$ cat src/rtl/bus_arbiter_if.sv
// Request/response bundle between two requesters (m0 fetch, m1 data) and one memory bus.
// The master modport is the arbiter side; slave is the requester/memory environment.
interface bus_arbiter_if #(
  parameter int DATA_WIDTH = 64,
  parameter int TAG_WIDTH  = 13
);
  logic                  m0_reqcyc, m1_reqcyc;
  logic [DATA_WIDTH-1:0] m0_req, m1_req;
  logic [TAG_WIDTH-1:0]  m0_reqtag, m1_reqtag;
  logic                  m0_reqack, m1_reqack;
  logic                  m0_respcyc, m1_respcyc;
  logic [DATA_WIDTH-1:0] m0_resp, m1_resp;

  logic                  bus_reqcyc;
  logic [DATA_WIDTH-1:0] bus_req;
  logic [TAG_WIDTH-1:0]  bus_reqtag;
  logic                  bus_reqack;
  logic                  bus_respcyc;
  logic [DATA_WIDTH-1:0] bus_resp;
  logic                  bus_respack;

  modport master (
    input  m0_reqcyc, m1_reqcyc, m0_req, m1_req, m0_reqtag, m1_reqtag,
    output m0_reqack, m1_reqack, m0_respcyc, m1_respcyc, m0_resp, m1_resp,
    output bus_reqcyc, bus_req, bus_reqtag, bus_respack,
    input  bus_reqack, bus_respcyc, bus_resp
  );

  modport slave (
    output m0_reqcyc, m1_reqcyc, m0_req, m1_req, m0_reqtag, m1_reqtag,
    input  m0_reqack, m1_reqack, m0_respcyc, m1_respcyc, m0_resp, m1_resp,
    input  bus_reqcyc, bus_req, bus_reqtag, bus_respack,
    output bus_reqack, bus_respcyc, bus_resp
  );
endinterface

$ cat src/rtl/bus_arbiter.sv
// Two-requester memory bus arbiter: IDLE/ADDR/WDATA/RESP transaction FSM.
// Define BUS_ARB_RR_EN for round-robin tie breaking; default is fixed m1-over-m0 priority.
module bus_arbiter #(
  parameter int DATA_WIDTH = 64,
  parameter int TAG_WIDTH  = 13
) (
  input  logic          clk,
  input  logic          reset,
  bus_arbiter_if.master bif,
  output logic          owner,
  output logic          busy,
  output logic          err_stray
);
  typedef enum logic [1:0] {IDLE, ADDR, WDATA, RESP} state_t;

  state_t                state_q, state_d;
  logic                  owner_q, owner_d;
  logic                  beat_seen_q, beat_seen_d;
  logic                  err_stray_q, err_stray_d;
  logic [3:0]            beat_cnt_q, beat_cnt_d;
  logic                  any_req, win;
  logic                  own_cyc;
  logic [DATA_WIDTH-1:0] own_req;
  logic [TAG_WIDTH-1:0]  own_tag;

  assign any_req = bif.m0_reqcyc | bif.m1_reqcyc;
  assign own_cyc = owner_q ? bif.m1_reqcyc : bif.m0_reqcyc;
  assign own_req = owner_q ? bif.m1_req    : bif.m0_req;
  assign own_tag = owner_q ? bif.m1_reqtag : bif.m0_reqtag;

`ifdef BUS_ARB_RR_EN
  // rr_q set means m1 wins the next simultaneous contest.
  logic rr_q, rr_d;

  assign win = (bif.m0_reqcyc && bif.m1_reqcyc) ? rr_q : bif.m1_reqcyc;

  always_comb begin
    rr_d = rr_q;
    if (state_q == IDLE && any_req) rr_d = ~win;
  end

  always_ff @(posedge clk or posedge reset) begin
    if (reset) rr_q <= 1'b1;
    else       rr_q <= rr_d;
  end
`else
  assign win = bif.m1_reqcyc;
`endif

  always_comb begin
    state_d     = state_q;
    owner_d     = owner_q;
    beat_seen_d = beat_seen_q;
    beat_cnt_d  = beat_cnt_q;
    // Any beat outside RESP has no read waiting for it.
    err_stray_d = bif.bus_respcyc && (state_q != RESP);
    case (state_q)
      IDLE: begin
        if (any_req) begin
          owner_d = win;
          state_d = ADDR;
        end
      end
      ADDR: begin
        if (!own_cyc) begin
          state_d = IDLE;
        end else if (bif.bus_reqack) begin
          if (own_tag[TAG_WIDTH-1]) begin
            state_d     = RESP;
            beat_seen_d = 1'b0;
            beat_cnt_d  = '0;
          end else begin
            state_d = WDATA;
          end
        end
      end
      WDATA: begin
        if (!own_cyc) state_d = IDLE;
      end
      RESP: begin
        if (bif.bus_respcyc) begin
          beat_seen_d = 1'b1;
          if (beat_cnt_q != 4'hF) beat_cnt_d = beat_cnt_q + 4'd1;
        end else if (beat_seen_q) begin
          state_d = IDLE;
        end
      end
      default: state_d = IDLE;
    endcase
  end

  always_ff @(posedge clk or posedge reset) begin
    if (reset) begin
      state_q     <= IDLE;
      owner_q     <= 1'b0;
      beat_seen_q <= 1'b0;
      err_stray_q <= 1'b0;
      beat_cnt_q  <= '0;
    end else begin
      state_q     <= state_d;
      owner_q     <= owner_d;
      beat_seen_q <= beat_seen_d;
      err_stray_q <= err_stray_d;
      beat_cnt_q  <= beat_cnt_d;
    end
  end

  // Outputs decode straight from state so reset blanks them without waiting for a clock.
  assign bif.bus_reqcyc  = ((state_q == ADDR) || (state_q == WDATA)) && own_cyc;
  assign bif.bus_req     = own_req;
  assign bif.bus_reqtag  = own_tag;
  assign bif.bus_respack = bif.bus_respcyc;

  assign bif.m0_reqack  = (state_q == ADDR) && !owner_q && bif.bus_reqack;
  assign bif.m1_reqack  = (state_q == ADDR) &&  owner_q && bif.bus_reqack;
  assign bif.m0_respcyc = (state_q == RESP) && !owner_q && bif.bus_respcyc;
  assign bif.m1_respcyc = (state_q == RESP) &&  owner_q && bif.bus_respcyc;
  assign bif.m0_resp    = bif.bus_resp;
  assign bif.m1_resp    = bif.bus_resp;

  assign owner     = owner_q;
  assign busy      = (state_q != IDLE);
  assign err_stray = err_stray_q;
endmodule

$ cat src/flat_wrapper.sv
// flat-port wrapper written by rule: the top's interface ports become plain ports
module bus_arbiter_flat 
#(
  parameter int DATA_WIDTH = 64,
  parameter int TAG_WIDTH  = 13
)
  (clk, reset, owner, busy, err_stray, bif_m0_reqcyc, bif_m1_reqcyc, bif_m0_req, bif_m1_req, bif_m0_reqtag, bif_m1_reqtag, bif_m0_reqack, bif_m1_reqack, bif_m0_respcyc, bif_m1_respcyc, bif_m0_resp, bif_m1_resp, bif_bus_reqcyc, bif_bus_req, bif_bus_reqtag, bif_bus_respack, bif_bus_reqack, bif_bus_respcyc, bif_bus_resp);
  bus_arbiter_if #(.DATA_WIDTH(DATA_WIDTH), .TAG_WIDTH(TAG_WIDTH)) bif_i ();
  input  logic clk;
  input  logic reset;
  output logic owner;
  output logic busy;
  output logic err_stray;
  input wire logic [$bits(bif_i.m0_reqcyc)-1:0] bif_m0_reqcyc;
  input wire logic [$bits(bif_i.m1_reqcyc)-1:0] bif_m1_reqcyc;
  input wire logic [$bits(bif_i.m0_req)-1:0] bif_m0_req;
  input wire logic [$bits(bif_i.m1_req)-1:0] bif_m1_req;
  input wire logic [$bits(bif_i.m0_reqtag)-1:0] bif_m0_reqtag;
  input wire logic [$bits(bif_i.m1_reqtag)-1:0] bif_m1_reqtag;
  output wire logic [$bits(bif_i.m0_reqack)-1:0] bif_m0_reqack;
  output wire logic [$bits(bif_i.m1_reqack)-1:0] bif_m1_reqack;
  output wire logic [$bits(bif_i.m0_respcyc)-1:0] bif_m0_respcyc;
  output wire logic [$bits(bif_i.m1_respcyc)-1:0] bif_m1_respcyc;
  output wire logic [$bits(bif_i.m0_resp)-1:0] bif_m0_resp;
  output wire logic [$bits(bif_i.m1_resp)-1:0] bif_m1_resp;
  output wire logic [$bits(bif_i.bus_reqcyc)-1:0] bif_bus_reqcyc;
  output wire logic [$bits(bif_i.bus_req)-1:0] bif_bus_req;
  output wire logic [$bits(bif_i.bus_reqtag)-1:0] bif_bus_reqtag;
  output wire logic [$bits(bif_i.bus_respack)-1:0] bif_bus_respack;
  input wire logic [$bits(bif_i.bus_reqack)-1:0] bif_bus_reqack;
  input wire logic [$bits(bif_i.bus_respcyc)-1:0] bif_bus_respcyc;
  input wire logic [$bits(bif_i.bus_resp)-1:0] bif_bus_resp;
  assign bif_i.m0_reqcyc = bif_m0_reqcyc;
  assign bif_i.m1_reqcyc = bif_m1_reqcyc;
  assign bif_i.m0_req = bif_m0_req;
  assign bif_i.m1_req = bif_m1_req;
  assign bif_i.m0_reqtag = bif_m0_reqtag;
  assign bif_i.m1_reqtag = bif_m1_reqtag;
  assign bif_m0_reqack = bif_i.m0_reqack;
  assign bif_m1_reqack = bif_i.m1_reqack;
  assign bif_m0_respcyc = bif_i.m0_respcyc;
  assign bif_m1_respcyc = bif_i.m1_respcyc;
  assign bif_m0_resp = bif_i.m0_resp;
  assign bif_m1_resp = bif_i.m1_resp;
  assign bif_bus_reqcyc = bif_i.bus_reqcyc;
  assign bif_bus_req = bif_i.bus_req;
  assign bif_bus_reqtag = bif_i.bus_reqtag;
  assign bif_bus_respack = bif_i.bus_respack;
  assign bif_i.bus_reqack = bif_bus_reqack;
  assign bif_i.bus_respcyc = bif_bus_respcyc;
  assign bif_i.bus_resp = bif_bus_resp;
  bus_arbiter #(.DATA_WIDTH(DATA_WIDTH), .TAG_WIDTH(TAG_WIDTH)) u_core (.clk(clk), .reset(reset), .bif(bif_i), .owner(owner), .busy(busy), .err_stray(err_stray));
endmodule
$ cat config.mk
export PLATFORM = sky130hd
export DESIGN_NAME = bus_arbiter_flat
export DESIGN_NICKNAME = d
export VERILOG_FILES = /design/src/rtl/bus_arbiter_if.sv /design/src/rtl/bus_arbiter.sv /design/src/flat_wrapper.sv
export SDC_FILE = /design/constraint.sdc
export NUM_CORES = 1
export LEC_CHECK = 0
export ABC_CLOCK_PERIOD_IN_PS = 3200
export CORE_AREA = 2 2 173 175
export CTS_CLUSTER_DIAMETER = 50
export CTS_CLUSTER_SIZE = 12
export DETAILED_ROUTE_END_ITERATION = 10
export DIE_AREA = 0 0 175 177
export REMOVE_ABC_BUFFERS = 1
export SLEW_MARGIN = 30
export SYNTH_ARGS = -nofsm -noshare
export SYNTH_HDL_FRONTEND = slang
export SYNTH_SLANG_ARGS = --single-unit
$ cat constraint.sdc
create_clock -name clk -period 3.2 [get_ports clk]
set_input_delay 0.32 -clock clk [delete_from_list [all_inputs] [get_ports clk]]
set_output_delay 0.32 -clock clk [all_outputs]
set_load 0.005 [all_outputs]
; After elaboration in Yosys (flattened, before gate mapping)
; Index checks and enable logic that the tools add are counted.
[word_totals]
input_bits = 224
output_inout_bits = 214
wordCells = 52
register_bits = 5
[classes]
n_eq_ne = 13
bitwise = 1
n_reduce_logical = 18
muxes = 16
[ops]
columns = operator, n
row1 = 64-bit 2-to-1 mux, 1
row2 = 13-bit 2-to-1 mux, 1
row3 = 2-bit 2-to-1 mux, 6
row4 = 2-bit != test (second input constant), 6
row5 = 1-bit logical AND, 10
row6 = 5-bit AND reduction, 2
row7 = 2-bit case mux with 4 select lines, 1
row8 = 1-bit 2-to-1 mux, 6
row9 = 2-bit by 1-bit != test with 1-bit output (second input constant), 3
row10 = 2-bit equality test (second input constant), 2
row11 = 2-bit nonzero test, 2
row12 = 3-bit != test (second input constant), 1
row13 = 2-bit by 1-bit equality test with 1-bit output (second input constant), 1
row14 = 2-bit logical NOT, 1
row15 = 1-bit case mux with 2 select lines, 1
row16 = 2-bit AND reduction, 1
row17 = 1-bit logical NOT, 1
row18 = 1-bit logical OR, 1
row19 = 1-bit OR, 1

; Logic depth before layout (Yosys ltp)
; Gate-level depths: netlist of the first run.
[logic_depth]
depth_word = 5
depth_mapped = 6
ltp_nobuf = 6

; Worst setup path before layout of the first run
; Ideal clock, no wire load.
[synth_timing]
path_type = flip-flop to flip-flop
startpoint = reg u_core.state_q[1]
endpoint = reg u_core.state_q[1]
n_path_buf = 0
path_slack_ns = 1.693
arrival_time_ns = 1.386
path_stages_with_launch = 7
path_cell_list = dfrtp_1 > inv_1 > ha_1 > nor2b_1 > a221oi_4 > nand2_2 > a22o_1
[synth_between]
elab_chain_cells = 3
elab_cells_between_ends = 11
cone_classes = eq/ne (8) / mux (1) / reduce/logical (2)
[synth_rtl]
columns = item, line_no
row1 = from (decl), bus_arbiter.sv:16  ; state_t state_q, state_d;
row2 = from (signal assigned), bus_arbiter.sv:100  ; state_q <= state_d;
row3 = "2-bit by 1-bit equality test with 1-bit output, or another cell as far along", bus_arbiter.sv:57  ; case (state_q)
row4 = "3-bit != test (no source line), or another cell as far along", n/a
row5 = 5-bit AND reduction (no source line), n/a
; Parallel ways exist; a longest one is shown, timed or not.
; A chain may end at the register's enable or synchronous reset.

; Worst setup path after layout of the first run
[layout_timing]
startpoint = reg u_core.owner_q (netlist: u_core.owner)
endpoint = out bif_bus_req[12]
[layout_between]
elab_chain_cells = 1
[layout_rtl]
columns = item, line_no
row1 = from (decl), bus_arbiter.sv:17  ; logic owner_q, owner_d;
row2 = from (signal assigned), bus_arbiter.sv:101  ; owner_q <= owner_d;
row3 = 64-bit 2-to-1 mux, bus_arbiter.sv:28  ; assign own_req = owner_q ? bif.m1_req : bif.m0_req;
row4 = to (decl), flat_wrapper.sv:27  ; output wire logic [$bits(bif_i.bus_req)-1:0] bif_bus_req;
; Every way passes these cells.

==> results by group, run 1 <==
Logic synthesis
  • Mapped Avg Cell Area: 8.787 µm²
  • Compound-Gate Fraction of Synth Area: 3.043%
  • Mux contribution to synthesized area: 38.75%
  • Syn Inst Count: 262
  • Syn Std Cell Area: 0.002302 mm²
  • Top-area cell type share of the netlist area: 42.07%
  • Post-synthesis async set-or-reset flop share: 100.0%
  • Largest family of logic cells by synthesized area: buffers and inverters
  • Top-count cell post-synth: buf_4
  • Synth area leader: buf_4
  • Main flop type after synthesis: dfrtp_1
  • Synth Area in Adders: 2.717%
  • Synth Area in Simple Gates: 5.217%
  • Top cells by area, synth: buf_4 (42%), mux2_2 (38%), dfrtp_1 (5.4%), ha_1 (2.7%), buf_2 (2.0%)
  • XOR/XNOR share of the synthesized area: 0%
  • Top post-synthesis cells by count: buf_4 (129), mux2_2 (77), buf_2 (9), nand2_1 (6)
  • Synth Warn #: 0
  • Cell variety after synth: 26
  • Register area share after synthesis: 5.435%
  • #FFs+latches synth: 5
  • Post-synth EDFFs: 0

Outcome
  • Status: complete, no violations

Job
  • Number of max-cap violations: 0

CTS
  • CTS sink cnt: 5
  • # resized after CTS: 0
  • H-tree depth reported by CTS: 1
  • TritonCTS clock tree: done
  • Postcts setup bufs: 0
  • Clock Latency Late Sink: 230 ps
  • Clock buffer depth: 2
  • Clock root cell: clkbuf_16
  • CTS buffer count: 3
  • Clock-pin slew on the worst setup and hold paths: 40 ps
  • Hold Buf Count CTS: 0

GRT
  • Vias in the first global route: 2353
  • Largest net degree at the start of global routing: 40
  • Global-route wire length before repair: 25290 µm
  • Initial antenna violation count: 2
  • GRT Overall Usage: 12.61%
  • Remaining Overflow, GRT: 0

Place
  • Final HPWL DP: 19440 µm
  • Routability Congestion: 0.9233
  • Placed Instances: 761
  • Port buffer count: 245

Timing
  • RSZ-0062 raised after global routing: false
  • Final hold violation count: 0
  • Actual slew at the worst max-slew pin: 556.0 ps
  • Rel. slew slack: 62.93%
  • Fin crit share: 77.55%
  • Max Slew Vio Count: 0
  • Fmax: 403.0 MHz
  • Clock skew: 3.489 ps
  • Min Clock Period, post-route: 2482 ps
  • Endpoints failing setup: 0
  • Setup tns final: 0 ps

Floorplanning
  • Starting Density: 7.872%
  • Die Y: 177 µm
  • Cell Rows: 63
  • # IOs: 438
  • Die W: 175 µm
  • Die area: 0.03098 mm²
  • Core box area: 0.02924 mm²

Drt
  • Uppermost layer routed: met5
  • Initial DRC Count: 55
  • Met3 routed WL: 6827 µm
  • Routed vias: 2364
  • Met2 Wirelength: 7999 µm
  • Post-route DRC: 0
  • Via/cell ratio: 3.082
  • DRT Pass-1 Iters: 4
  • Met1 Wirelength: 5502 µm
  • Drt total wl: 20840 µm
  • WL/cell: 27.16 µm
  • Post-route ant nets: 0

Worst setup path
  • Worst EP required: 2880 ps
  • Setup crit end kind: output pin
  • FF-to-FF End: u_core.state_q[1]
  • RR Startpoint: u_core.owner
  • Max incr delay on CP: 780 ps
  • Startpoint Class: flop
  • Critical Path Start: u_core.owner
  • Critical Path End: bif_bus_req[12]
  • Crit path DAT: 2160 ps
  • FF-to-FF path depth: 4
  • Slowest CP cell: dfrtp_4
  • Maximum fanout along the worst path: 39
  • Flop2flop setup slack: 1330 ps
  • CP cell instances: buf_4 -> mux2_2 -> clkdlybuf4s50_1
  • Crit-path leading delay family: buffers and inverters
  • CP Buf/Inv Count: 2
  • Setup CP Type: reg2out
  • Critical path depth: 3

Finish
  • Fillers: 3258
  • Area added between synthesis and finish: 88.75%
  • Layout cells sized above 1: 23.47%
  • Register area: 128.9 µm²
  • Final non-filler cell total: 767
  • Layout net count: 605
  • Multi-input gate area: 0.001145 mm²

Power and ir drop
  • Final Power: 2.202 mW
  • Pleak: 1.521 nW
  • Maximum VDD drop: 0.1707 mV
  • Pwr Density: 506.7 mW/mm²

Min path
  • Hold Crit Class: in2async
==> routing by layer <==
layer / global-route usage [%] / up-vias
met2: 16.75 / 367
met4: 0.7986 / 6
met3: 19.80 / 13
li1: - / 972
met5: 10.42 / -
met1: 9.598 / 1006
==> cell families (layout without fill, tap and decap cells) <==
family,after synthesis,in the layout
other cells,0,2
fa+ha+maj,5,5
flops,5,5
simple gates,23,23
buf+inv,143,256
compound gates,7,7
mux,79,79
==> layout make-up <==
cell class                      instances  share of cell area (%)
Clock inverter                          1                  0.1152
Sequential cell                         5                   2.966
Antenna cell                            2                  0.1152
Clock buffer                            3                   1.728
Timing Repair Buffer                  247                   57.07
Multi-Input combinational cell        114                   26.35
Tap cell                              390                   11.23
Inverter                                5                  0.4319
==> how the worst min path moves through the flow <==
stage                     cells past startpoint                from                  to  slack, ps
after floorplan                               1               reset  u_core.beat_seen_q        100
after global placement                        1  u_core.beat_seen_q  u_core.beat_seen_q        480
after detailed placement                      1  u_core.beat_seen_q  u_core.beat_seen_q        480
after CTS                                     2               reset        u_core.owner        340
after global routing                          2               reset   u_core.state_q[0]        340
final                                         2               reset   u_core.state_q[1]        320
==> report_power, final <==
group / leakage (nW) / total (mW) / switching [mW] / internal (mW)
clock: 0.0409 / 0.207 / 0.0434 / 0.163
combinational: 1.42 / 1.78 / 0.569 / 1.21
sequential: 0.0606 / 0.211 / 0.118 / 0.0932
==> registers in the layout, indices dropped and copies added (netlist names) <==
register,cells
u_core.err_stray,1
u_core.state_q,2
u_core.owner,1
u_core.beat_seen_q,1
==> cells in the final DEF, fill, tap and decap left out, types with 2 or more instances in the layout <==
cell / instances
a22o_1: 2
and3_1: 2
clkbuf_16: 3
clkdlybuf4s50_1: 245
dfrtp_1: 4
diode_2: 2
ha_1: 5
inv_1: 5
mux2_2: 77
nand2_1: 6
nand3_1: 2
nor2_1: 2
nor2b_1: 3
nor3_1: 2
==> metrics by stage <==
step	worst slack [ps]	util (%)	area, µm²	hold WS, ps
2_1_floorplan	155.5	-	1289	98.52
3_3_place_gp	930.2	14.57	4260	483.2
3_5_place_dp	930.4	14.57	4260	477.7
4_1_cts	680.0	14.84	4340	335.7
5_1_grt	618.1	14.84	4340	335.2
6_report	718.4	14.86	4345	321.5
Power figures use the tool's default switching activity.
==> run 2, diff against run 1 <==
Settings changed: ABC_CLOCK_PERIOD_IN_PS 3200 to 2330, CORE_AREA 2 2 173 175 to 2 2 171 173, DIE_AREA 0 0 175 177 to 0 0 173 175.
Clock period 3.2 ns to 2.33 ns, I/O delays scaled along.
==> run 2 against run 1 <==
Effect of this change:
- register-to-register slack worse by 690 ps
- sequential share of layout area hardly changed
- via count is 5.8% higher
- largest cell class unchanged
- critical endpoint is now bif_bus_req[49]
- first-iteration DRC count is 22% higher
- critical path depth stayed put
- core utilization is 0.51 points higher
- die area is 2.3% lower
==> results by group, run 2 (synthesized netlist as in run 1, its figures left out) <==
Outcome
  • Status: complete, no violations

Timing
  • Final setup margin: 241.7 ps
  • Final hold violation count: 0
  • Setup tns final: 0 ps
  • RSZ-0062 raised after global routing: false
  • Min Clock Period, post-route: 2088 ps
  • Max Slew Vio Count: 0
  • Fin crit share: 89.63%
  • Endpoints failing setup: 0
  • Fmax: 478.9 MHz
  • Rel. slew slack: 70.42%
  • Clock skew: 0.1883 ps
  • Actual slew at the worst max-slew pin: 442.8 ps

Drt
  • Drt total wl: 23720 µm
  • Via/cell ratio: 3.277
  • Post-route ant nets: 0
  • DRT Pass-1 Iters: 4
  • Routed vias: 2500
  • Post-route DRC: 0
  • WL/cell: 31.09 µm
  • Initial DRC Count: 67

Floorplanning
  • Cell Rows: 62
  • Die W: 173 µm
  • Die area: 0.03028 mm²
  • Die Y: 175 µm
  • Core box area: 0.02839 mm²
  • Starting Density: 8.109%
  • # IOs: 438

Worst setup path
  • Startpoint Class: flop
  • Crit path DAT: 1860 ps
  • FF-to-FF path depth: 6
  • Worst EP required: 2100 ps
  • Maximum fanout along the worst path: 40
  • Setup crit end kind: output pin
  • Setup CP Type: reg2out

Power and ir drop
  • Final Power: 3.059 mW
  • Pleak: 1.533 nW
  • Pwr Density: 700.9 mW/mm²
  • Int Pwr: 2.066 mW
  • Sequential power share: 6.3%
  • Gate power share: 84.5%
  • Clk pwr share: 9.2%
  • Net Sw Frac: 32.45%
  • P_sw: 0.9925 mW
  • Maximum VDD drop: 0.2387 mV

GRT
  • GRT Overall Usage: 15.10%
  • Vias in the first global route: 2593
  • Remaining Overflow, GRT: 0
  • Global-route wire length before repair: 29240 µm
  • Initial antenna violation count: 7
  • Largest net degree at the start of global routing: 41

Place
  • Port buffer count: 245
  • Routability Congestion: 0.9606
  • Placed Instances: 757
  • Final HPWL DP: 22290 µm
  • Dpl ws: 449.3 ps

Finish
  • Commonest non-fill, non-tap cells in the layout: clkdlybuf4s50_1 (245), mux2_2 (77), nand2_1 (6)
  • Final non-filler cell total: 763
  • Commonest non-fill, non-tap cell in the layout: clkdlybuf4s50_1
  • Layout net count: 607
  • Area added between synthesis and finish: 89.57%
  • Final Util: 15.37%
  • Reg with most FFs: u_core.state_q
  • Max reg flops: 2
  • Layout cells sized above 1: 23.61%

CTS
  • Clock-pin slew on the worst setup and hold paths: 30 ps
  • H-tree depth reported by CTS: 1
  • Clock Latency Late Sink: 220 ps
  • CTS buffer count: 3
  • Postcts setup bufs: 0
  • TritonCTS clock tree: done
  • Hold Buf Count CTS: 0
  • Clock buffer depth: 2
  • CTS sink cnt: 5
  • # resized after CTS: 0
  • Clock root cell: clkbuf_16

Min path
  • Hold Crit Class: in2async

Job
  • Number of max-cap violations: 0
[run 2: layout make-up]
cell class / instances / area [µm²]
diodes: 2 / 5.005
clock buffers: 4 / 78.83
fillers: 3253 / 24030
inverters: 5 / 18.77
multi-input cells: 114 / 1145
flip-flops and latches: 5 / 128.9
well taps: 384 / 480.5
repair buffers: 249 / 2507
[run 2: power groups by stage]
stage / clock (mW) / sequential (mW) / combinational (mW)
6_report: 0.281 / 0.192 / 2.59
5_1_grt: 0.303 / 0.205 / 2.77
4_1_cts: 0.289 / 0.194 / 2.63
3_5_place_dp: 0 / 0.195 / 2.61
3_3_place_gp: 0 / 0.190 / 2.61
2_1_floorplan: 0 / 0.332 / 1.00
[run 2: path summary, 6_finish.rpt]
| check | from | end | slack, ps |
|---|---|---|---|
| setup / recovery | u_core.owner | bif_bus_req[49] | 240 |
| hold / removal | reset | u_core.err_stray | 240 |
| setup reg to reg | u_core.state_q[1] | u_core.state_q[1] | 640 |
| hold reg to reg | u_core.beat_seen_q | u_core.beat_seen_q | 490 |
| max in group asynchronous | reset | u_core.owner | 1860 |
| min in group clk | bif_bus_resp[25] | bif_m0_resp[25] | 470 |
[run 2: layer usage]
layer  GRT usage, %  up-vias  routed length (µm)
li1               -      982                   -
met3          23.39       30                7591
met4          2.154       16                 339
met5          9.936        -                 471
met1          8.438     1042                4901
met2          23.87      430               10410
[run 2: stage by stage]
step	hold WS, ps	cell area, µm²
6_report	237.7	4364
5_1_grt	262.7	4359
4_1_cts	253.7	4359
3_5_place_dp	466.1	4280
3_3_place_gp	466.1	4280
2_1_floorplan	11.52	1289
[run 2: worst max-delay path, stage by stage, from the launching register on]
cell and delay (ps):
dfrtp_4 500, buf_12 230, mux2_2 400, clkdlybuf4s50_1 460
